## config.mk

```make
export PLATFORM = sky130hd
export DESIGN_NAME = pilot_inserter
export DESIGN_NICKNAME = d
export VERILOG_FILES = /design/src/rtl/tx_pkg.sv /design/src/rtl/pilot_lfsr.sv /design/src/rtl/pilot_inserter.sv
export SDC_FILE = /design/constraint.sdc
export NUM_CORES = 1
export LEC_CHECK = 0
export CAP_MARGIN = 0
export CORE_MARGIN = 2
export CORE_UTILIZATION = 29
export CTS_CLUSTER_DIAMETER = 150
export DETAILED_ROUTE_END_ITERATION = 8
export GPL_TIMING_DRIVEN = 0
export PLACE_DENSITY = 0.65
export SLEW_MARGIN = 20
export SYNTH_ARGS = -nofsm -noshare
export SYNTH_HDL_FRONTEND = slang
export SYNTH_HIERARCHICAL = 1
export SYNTH_SLANG_ARGS = --single-unit
```

## constraint.sdc

```tcl
create_clock -name clk -period 3.4 [get_ports clk]
set_input_delay 0.51 -clock clk [delete_from_list [all_inputs] [get_ports clk]]
set_output_delay 0.51 -clock clk [all_outputs]
set_load 0.02 [all_outputs]
```

## src/rtl/tx_pkg.sv

```systemverilog
// Shared constants and types for the OFDM pilot insertion path.
// Holds the pilot FSM encodings, the pilot LFSR seed/taps and the pilot-position helper.
package tx_pkg;

    localparam logic [1:0] ST_IDLE  = 2'd0;
    localparam logic [1:0] ST_DATA  = 2'd1;
    localparam logic [1:0] ST_PILOT = 2'd2;

    localparam int         LFSR_W    = 7;
    localparam logic [6:0] LFSR_SEED = 7'h7F;
    // x^7 + x^4 + 1: feedback is the XOR of state bits 6 and 3.
    localparam logic [6:0] LFSR_TAPS = 7'b100_1000;

    typedef struct packed {
        logic [1:0] idx;
        logic [2:0] mod;
        logic [3:0] ss;
    } sym_tags_t;

    function automatic logic is_pilot_pos(input int k, input int step);
        return (k % step) == (step - 1);
    endfunction

endpackage

```

## src/rtl/pilot_lfsr.sv

```systemverilog
// Pilot sign generator: 7-bit Fibonacci LFSR, MSB out, reloadable to the seed.
// load has priority over step.
module pilot_lfsr
    import tx_pkg::*;
(
    input  logic clk,
    input  logic rst,
    input  logic load,
    input  logic step,
    output logic out_bit
);

    logic [LFSR_W-1:0] state_q;
    logic [LFSR_W-1:0] state_d;

    always_comb begin
        state_d = state_q;
        if (load) begin
            state_d = LFSR_SEED;
        end else if (step) begin
            state_d = {state_q[LFSR_W-2:0], ^(state_q & LFSR_TAPS)};
        end
    end

    always_ff @(posedge clk or posedge rst) begin
        if (rst) begin
            state_q <= LFSR_SEED;
        end else begin
            state_q <= state_d;
        end
    end

    assign out_bit = state_q[LFSR_W-1];

endmodule

```

## src/rtl/pilot_inserter.sv

```systemverilog
// Inserts BPSK pilots every step_pilot subcarriers into a stream of mapped data samples,
// producing registered n_sub-sample OFDM symbols with sop/eos framing and captured tags.
module pilot_inserter
    import tx_pkg::*;
#(
    parameter int fft_depth   = 12,
    parameter int n_sub       = 64,
    parameter int step_pilot  = 8,
    parameter int level_pilot = 2000
) (
    input  logic                        clk,
    input  logic                        rst,
    input  logic                        ival,
    input  logic                        isop,
    output logic                        iready,
    input  logic [1:0]                  index,
    input  logic [2:0]                  index_M_in,
    input  logic [3:0]                  index_SS_in,
    input  logic signed [fft_depth-1:0] sub_i,
    input  logic signed [fft_depth-1:0] sub_q,
    output logic                        oval,
    output logic                        osop,
    output logic                        oeos,
    output logic                        opilot,
    output logic [1:0]                  oindex,
    output logic [2:0]                  index_M_out,
    output logic [3:0]                  index_SS_out,
    output logic signed [fft_depth-1:0] osub_i,
    output logic signed [fft_depth-1:0] osub_q,
    output logic                        err,
    output logic [1:0]                  dbg_state
);

    localparam int                          POS_W     = (n_sub > 1) ? $clog2(n_sub) : 1;
    localparam logic [POS_W-1:0]            POS_LAST  = POS_W'(n_sub - 1);
    localparam logic signed [fft_depth-1:0] PILOT_POS = fft_depth'(level_pilot);
    localparam logic signed [fft_depth-1:0] PILOT_NEG = -PILOT_POS;

    logic [1:0]                  state_q, state_d;
    logic [POS_W-1:0]            pos_q, pos_d, pos_next;
    sym_tags_t                   tags_q, tags_d;
    logic                        oval_q, oval_d;
    logic                        osop_q, osop_d;
    logic                        oeos_q, oeos_d;
    logic                        opilot_q, opilot_d;
    logic                        err_q, err_d;
    logic signed [fft_depth-1:0] osub_i_q, osub_i_d;
    logic signed [fft_depth-1:0] osub_q_q, osub_q_d;
    logic                        start;
    logic                        lfsr_load, lfsr_step, lfsr_bit;

    pilot_lfsr u_lfsr (
        .clk     (clk),
        .rst     (rst),
        .load    (lfsr_load),
        .step    (lfsr_step),
        .out_bit (lfsr_bit)
    );

    // Handshake: a sample is consumed on a rising edge where ival && iready; iready
    // depends only on state (low during pilot cycles), and the output side has no backpressure.
    assign iready = (state_q != ST_PILOT);

    always_comb begin
        state_d   = state_q;
        pos_d     = pos_q;
        pos_next  = pos_q + POS_W'(1);
        tags_d    = tags_q;
        oval_d    = 1'b0;
        osop_d    = 1'b0;
        oeos_d    = 1'b0;
        opilot_d  = 1'b0;
        err_d     = 1'b0;
        osub_i_d  = '0;
        osub_q_d  = '0;
        start     = 1'b0;
        lfsr_load = 1'b0;
        lfsr_step = 1'b0;

        case (state_q)
            ST_IDLE: begin
                if (ival && isop) begin
                    start = 1'b1;
                end else if (ival) begin
                    err_d = 1'b1;
                end
            end
            ST_DATA: begin
                if (ival && isop) begin
                    start = 1'b1;
                    err_d = 1'b1;
                end else if (ival) begin
                    oval_d   = 1'b1;
                    osub_i_d = sub_i;
                    osub_q_d = sub_q;
                    pos_d    = pos_next;
                    state_d  = is_pilot_pos(32'(pos_next), step_pilot) ? ST_PILOT : ST_DATA;
                end
            end
            ST_PILOT: begin
                oval_d    = 1'b1;
                opilot_d  = 1'b1;
                osub_i_d  = lfsr_bit ? PILOT_NEG : PILOT_POS;
                lfsr_step = 1'b1;
                if (pos_q == POS_LAST) begin
                    oeos_d  = 1'b1;
                    pos_d   = '0;
                    state_d = ST_IDLE;
                end else begin
                    pos_d   = pos_next;
                    state_d = is_pilot_pos(32'(pos_next), step_pilot) ? ST_PILOT : ST_DATA;
                end
            end
            default: begin
                pos_d   = '0;
                state_d = ST_IDLE;
            end
        endcase

        // A start from IDLE or a resync from DATA both open a fresh symbol at position 0.
        if (start) begin
            oval_d    = 1'b1;
            osop_d    = 1'b1;
            osub_i_d  = sub_i;
            osub_q_d  = sub_q;
            tags_d    = '{idx: index, mod: index_M_in, ss: index_SS_in};
            lfsr_load = 1'b1;
            pos_d     = POS_W'(1);
            state_d   = is_pilot_pos(1, step_pilot) ? ST_PILOT : ST_DATA;
        end
    end

    always_ff @(posedge clk or posedge rst) begin
        if (rst) begin
            state_q  <= ST_IDLE;
            pos_q    <= '0;
            tags_q   <= '0;
            oval_q   <= 1'b0;
            osop_q   <= 1'b0;
            oeos_q   <= 1'b0;
            opilot_q <= 1'b0;
            err_q    <= 1'b0;
            osub_i_q <= '0;
            osub_q_q <= '0;
        end else begin
            state_q  <= state_d;
            pos_q    <= pos_d;
            tags_q   <= tags_d;
            oval_q   <= oval_d;
            osop_q   <= osop_d;
            oeos_q   <= oeos_d;
            opilot_q <= opilot_d;
            err_q    <= err_d;
            osub_i_q <= osub_i_d;
            osub_q_q <= osub_q_d;
        end
    end

    assign oval         = oval_q;
    assign osop         = osop_q;
    assign oeos         = oeos_q;
    assign opilot       = opilot_q;
    assign err          = err_q;
    assign osub_i       = osub_i_q;
    assign osub_q       = osub_q_q;
    assign oindex       = tags_q.idx;
    assign index_M_out  = tags_q.mod;
    assign index_SS_out = tags_q.ss;
    assign dbg_state    = state_q;

endmodule

```

======== Yosys cells after proc, flatten, opt, wreduce, memory -nomap -nowiden ========
Cells that the tools add are included.
operators by class
  add/sub/neg operators ................... 1
  equality and inequality tests ........... 8
  multiplexer cells ....................... 33
  reduce and logical (&&, ||, !) cells .... 6
operator list
  cell                 count
  $mux 12              8
  $mux 6               4
  $pmux 12 s2          1
  $pmux 6 s3           1
  $mux 7               2
  $mux 2               5
  $mux 1               9
  $reduce_xor 7->1     1
  $add 6x1->6 const B  1
  $eq 6x6->1 const B   1
  $ne 3x3->1 const B   2
  $pmux 2 s3           1
  $ne 2x2->1 const B   2
  $pmux 1 s2           2
  $eq 3x1->1 const B   1
  $reduce_and 3->1     1
  $eq 2x1->1 const B   1
  $eq 2x2->1 const B   1
  $logic_not 2->1      1
  $reduce_bool 2->1    1
  $reduce_or 2->1      1
  $logic_and 1x1->1    1
storage, ports and cells
  bits in registers ....................... 53
  input bits .............................. 37
  output and inout bits ................... 41

======== Depth between registers and ports, before layout ========
  depth after elaboration ................. 7
  depth in mapped cells ................... 7
  gate-level depth less buffers ........... 6

======== Cells and area by module ========
Netlist, hierarchy kept.
modules (own cells, without submodules)
  module          instances  cells each  area an instance (um^2)  seq. area each (um^2)
  pilot_inserter  1          171         1914.3                   1151.1
  pilot_lfsr      1          25          305.3                    183.9

======== Worst setup path after synthesis ========
Ideal clock, no wire load.
  kind .................................... register to register
  start point ............................. register state_q[1] (netlist: dbg_state[1])
  end point ............................... register pos_q[3]
  library setup time ...................... 0.124 ns
  data arrival time ....................... 1.591 ns
  required time ........................... 3.276 ns
  slack ................................... 1.685 ns
  stages on the path, launching flop included .. 7
  path through ............................ dfrtp_1 > inv_1 > ha_1 > nand3b_4 > o211ai_4 > nor4_2 > a211o_1
between the ends
  word-level cells in the longest chain between the ends .. 5
  elaborated cells on any way between the ends .. 11
RTL lines
  what                                                       RTL line               RTL
  from (decl)                                                pilot_inserter.sv:39   logic [1:0] state_q, state_d;
  from (signal assigned)                                     pilot_inserter.sv:146  state_q <= state_d;
  $eq 2x1->1 / $logic_not 2->1 (equally long branches)       pilot_inserter.sv:80   case (state_q)
  $reduce_or 2->1 (no line)                                  n/a
  $mux 1                                                     n/a
  $ne 3x3->1 (no line) / $ne 2x2->1 (equally long branches)  n/a
  $reduce_and 3->1 (no line)                                 n/a
  to (signal assigned)                                       pilot_inserter.sv:147  pos_q <= pos_d;
  to (decl)                                                  pilot_inserter.sv:40   logic [POS_W-1:0] pos_q, pos_d, pos_next;
Parallel ways exist; a longest one is shown, timed or not.
A chain may end at the register's enable or synchronous reset.

======== Worst setup path in the final report ========
  start point ............................. register state_q[0] (netlist: dbg_state[0])
  end point ............................... output iready
between the ends
  word-level cells in the longest chain between the ends .. 1
RTL lines
  what        RTL line              RTL
  $ne 2x2->1  pilot_inserter.sv:62  assign iready = (state_q != ST_PILOT);
  to (decl)   pilot_inserter.sv:15  output logic iready,
No other way between the ends.

==> summary by stage <==
Routing
The DRC violations left is 0. The first detailed-routing pass ran for 4 iterations. The routed layout has 1650 vias.

For this block, the routed nets add up to about 4500 um of wire. The initial DRC count is 65. Using the TritonRoute via totals, the vias-per-cell ratio works out to between 4 and 5. The count of nets left with antenna violations once routing finished came out at 0.

The per-cell routed wire length is around 12 um.

GRT
The overall routing resource usage is 0.119. Entering global routing, the biggest net connects 35 pins. The final global-route overflow total is 0.

The first-pass GRT wire length is a little under 8000 um. The number of antenna violations at the first check in global routing is 0. The via count of the first global-routing pass was between 1500 and 2000.

CTS
The H-tree was split into 2 levels. Once the clock tree was built, the setup fixing pass inserted 0 buffers. Buffers inserted to repair hold after CTS numbered 0. The maximum buffer depth of the clock tree is 2. For this design, the sink count on the clock tree is 53. The number of clock buffers added by TritonCTS is 5. After clock tree synthesis, the clock-pin slew on the worst setup and hold paths is approximately 90 ps. The count of cells resized by post-cts repair is 0. The clock tree from TritonCTS is built. Clock latency on the worst-skew pair, taken at its later pin, is roughly 300 ps. The cell sitting at the root of the clock tree is a sky130_fd_sc_hd__clkbuf_8.

Pwr
Dividing total power by cell area gives a power density of roughly 610 mW/mm^2. Overall power consumption after layout is estimated at just under 2000 uW. The worst-case IR drop observed on VDD is ~0.21 mV. Summed over all cells, the static leakage comes to around 0.0014 uW.

Timing
The number of pins exceeding their max-slew limit in the final report is 0. Of the available clock period, the critical path in the final layout requires 0.712. At the pin with the least slew margin, the transition time is 363 ps.

Setup repair after global routing left no endpoint under its margin. The final worst slack is a little under 1000 ps. The upper clock frequency limit is just over 400 MHz.

The count of endpoints failing hold in the final timing report is 0. Setup violations remaining at the end of the flow were counted as 0. The total negative setup slack is 0 ps. The largest clock skew in the final design is approximately 6.3 ps.

The clock period could shrink to between 2000 and 2500 ps. The max-slew headroom at the worst pin is 0.757.

Die
The die span in x is a little over 90 um. In this run the vertical extent of the chip is 91.5 um. For this configuration, the core starts out at a cell density of 0.303. The area inside the core boundary is between 0.007 and 0.008 mm^2.

The floorplan step defined a die boundary enclosing between 0.008 and 0.009 mm^2. The site row count is 31. Pin placement for this block handled ~80 I/O pins.

Layout
The final layout contains 323 nets. In the final layout, the share of cells above drive strength 1 is 0.113. The growth of design area from synthesis to finish is 45.2%.

For this run, the number of standard cells in the final layout without fillers is ~380. The total inserted antenna cells is 0.

Setup path
The critical path goes through inv_1, ha_1, inv_1, clkdlybuf4s50_1. Broken down by cell family, the worst path's largest delay share belongs to buffers and inverters. Together, buffers and inverters on the worst path number 3. The cell occurring most often along the worst timing path is sky130_fd_sc_hd__inv_1. The worst path required time is about 2900 ps. The register-to-register path setup slack is 1610 ps. The critical path class is register to primary output.

The kind of start point of the critical path is a register. At the worst endpoint, the arrival time is between 1500 and 2000 ps. On the worst path, the slowest cell contributes a delay of 590 ps. Of all nets on the critical path, the largest fanout is 9. The slowest stage of the critical path is the sky130_fd_sc_hd__clkdlybuf4s50_1 cell. STA classifies the critical path endpoint as a primary output.

Logic synthesis
Dividing the synthesized area by the synthesized cell count gives around 11 um^2. The proportion of netlist area held by the largest area contributor is 0.519. The count of warnings emitted by yosys is 6.

The synthesized instance count is about 200. The total of flip-flops plus latches after synthesis is between 50 and 60. Summing every instance area after synthesis gives about 0.0022 mm^2.

Of the synthesized area, sequential elements account for 0.601. The dominant cell type by area after synthesis is sky130_fd_sc_hd__dfrtp_1. Yosys mapped the design onto 42 distinct sky130hd cell types. The post-synth net total is around 240. Sorting the synthesized cells by area gives the leading types as sky130_fd_sc_hd__dfrtp_1 (52%), sky130_fd_sc_hd__dfstp_2 (8.3%), sky130_fd_sc_hd__nand2_1 (6.9%).

Placed design
Once placement completed, the tool counted placed cells totaling between 300 and 400. The final weighted congestion of routability-driven global placement is around 0.71. The wire-length estimate of the detail-placed layout is roughly 3500 um. Input and output buffers added on the ports amount to between 70 and 80.

Prior to clock tree synthesis, the placed netlist has a worst setup slack of about 1300 ps.

Worst hold path
The path class of the tightest hold or removal check is register to register.

Flow run
Across the run, the number of max-cap violations was 0.

Run status
The flow ran to the end, and the final reports show no timing, DRC or antenna violations.
==> power by group <==
group          internal, uW  switching (uW)
registers               754            56.1
logic                   377             438
clock network           145             196
total                  1280             690
==> final cells by class <==
| class | count | area (um^2) |
|---|---|---|
| tap | 99 | 124 |
| clock inverter | 2 | 15.0 |
| multi-input combinational | 129 | 818 |
| sequential | 53 | 1340 |
| timing repair buffer | 78 | 791 |
| clock buffer | 6 | 72.6 |
| inverter | 9 | 33.8 |
| buffer | 5 | 32.5 |
| fill | 699 | 4110 |
==> sequential cells by signal, indices dropped and copies added (netlist names), 2 cells and up <==
signal          flops
dbg_state           2
index_SS_out        4
osub_q             12
pos_q               6
osub_i             12
u_lfsr/state_q      7
index_M_out         3
oindex              2
==> cells in the final DEF (no fill, tap or decap), types with 3 or more instances in the layout <==
cell type,instances
sky130_fd_sc_hd__ha_1,5
sky130_fd_sc_hd__dfrtp_1,46
sky130_fd_sc_hd__clkdlybuf4s50_1,77
sky130_fd_sc_hd__inv_1,7
sky130_fd_sc_hd__nand3_1,3
sky130_fd_sc_hd__nand2_1,41
sky130_fd_sc_hd__a21oi_1,5
sky130_fd_sc_hd__dfstp_2,7
sky130_fd_sc_hd__and2_1,16
sky130_fd_sc_hd__o21a_1,6
sky130_fd_sc_hd__nor2_1,10
sky130_fd_sc_hd__o21ai_0,4
sky130_fd_sc_hd__mux2i_1,6
sky130_fd_sc_hd__nor3_1,4
sky130_fd_sc_hd__clkbuf_8,5
==> Yosys cell counts, drive strengths merged <==
cell	count
a211o	1
a21o	1
a21oi	5
a22oi	2
a2bb2oi	2
a31oi	1
a32o	1
and2	16
buf	4
clkbuf	1
dfrtp	46
dfstp	7
ha	5
inv	9
mux2i	6
nand2	41
nand2b	1
nand3	4
nand3b	1
nor2	12
nor3	5
nor4	1
nor4b	1
o211ai	2
o21a	7
o21ai	7
o22a	1
o22ai	1
o31ai	1
o41a	1
or2	1
xnor2	1
xor2	1
==> path summary, 6_finish.rpt <==
path,start,endpoint,depth (start not counted)
worst max-delay path,dbg_state[0]$_DFFE_PP0P_,iready,4
worst min-delay path,index_SS_out[1]$_DFFE_PP0P_,index_SS_out[1]$_DFFE_PP0P_,2
worst max register to register,dbg_state[1]$_DFFE_PP0P_,u_lfsr/state_q[0]$_DFFE_PP1P_,7
worst min register to register,index_SS_out[1]$_DFFE_PP0P_,index_SS_out[1]$_DFFE_PP0P_,2
max in group asynchronous,rst,dbg_state[0]$_DFFE_PP0P_,3
min in group asynchronous,rst,oindex[1]$_DFFE_PP0P_,2
==> per-stage QoR <==
step	util	hold WS [ps]	cell area, um^2
final	0.439	483	3220
after global routing	0.439	510	3220
after CTS	0.439	489	3220
after detailed placement	0.428	467	3130
after global placement	0.425	462	3110
after floorplan	-	498	2220
==> metal layers <==
| layer | up-vias | global-route usage | routed length (um) |
|---|---|---|---|
| li1 | 817 | - | - |
| met1 | 776 | 0.149 | 1960 |
| met2 | 50 | 0.192 | 2110 |
| met3 | 7 | 0.0415 | 408 |
| met4 | 0 | 0.0417 | 59 |
| met5 | - | 0 | 0 |
==> worst min-delay path, delay by kind of cell, from the launching register on <==
family,cells,cell delay (ps)
flops,1,350
simple gates,2,100
==> kinds of logic (layout without fill, tap and decap cells) <==
family	after synthesis	in the layout	share of synthesized area
AND/OR/NAND/NOR	83	83	0.189
flip-flops	53	53	0.601
AO/OA/AOI/OAI	33	33	0.117
buffers and inverters	14	100	0.0299
multiplexers	6	6	0.0271
adder cells (fa/ha/maj)	5	5	0.0282
XOR/XNOR	2	2	0.00789
Note: power is estimated with default switching activity, not from simulation.
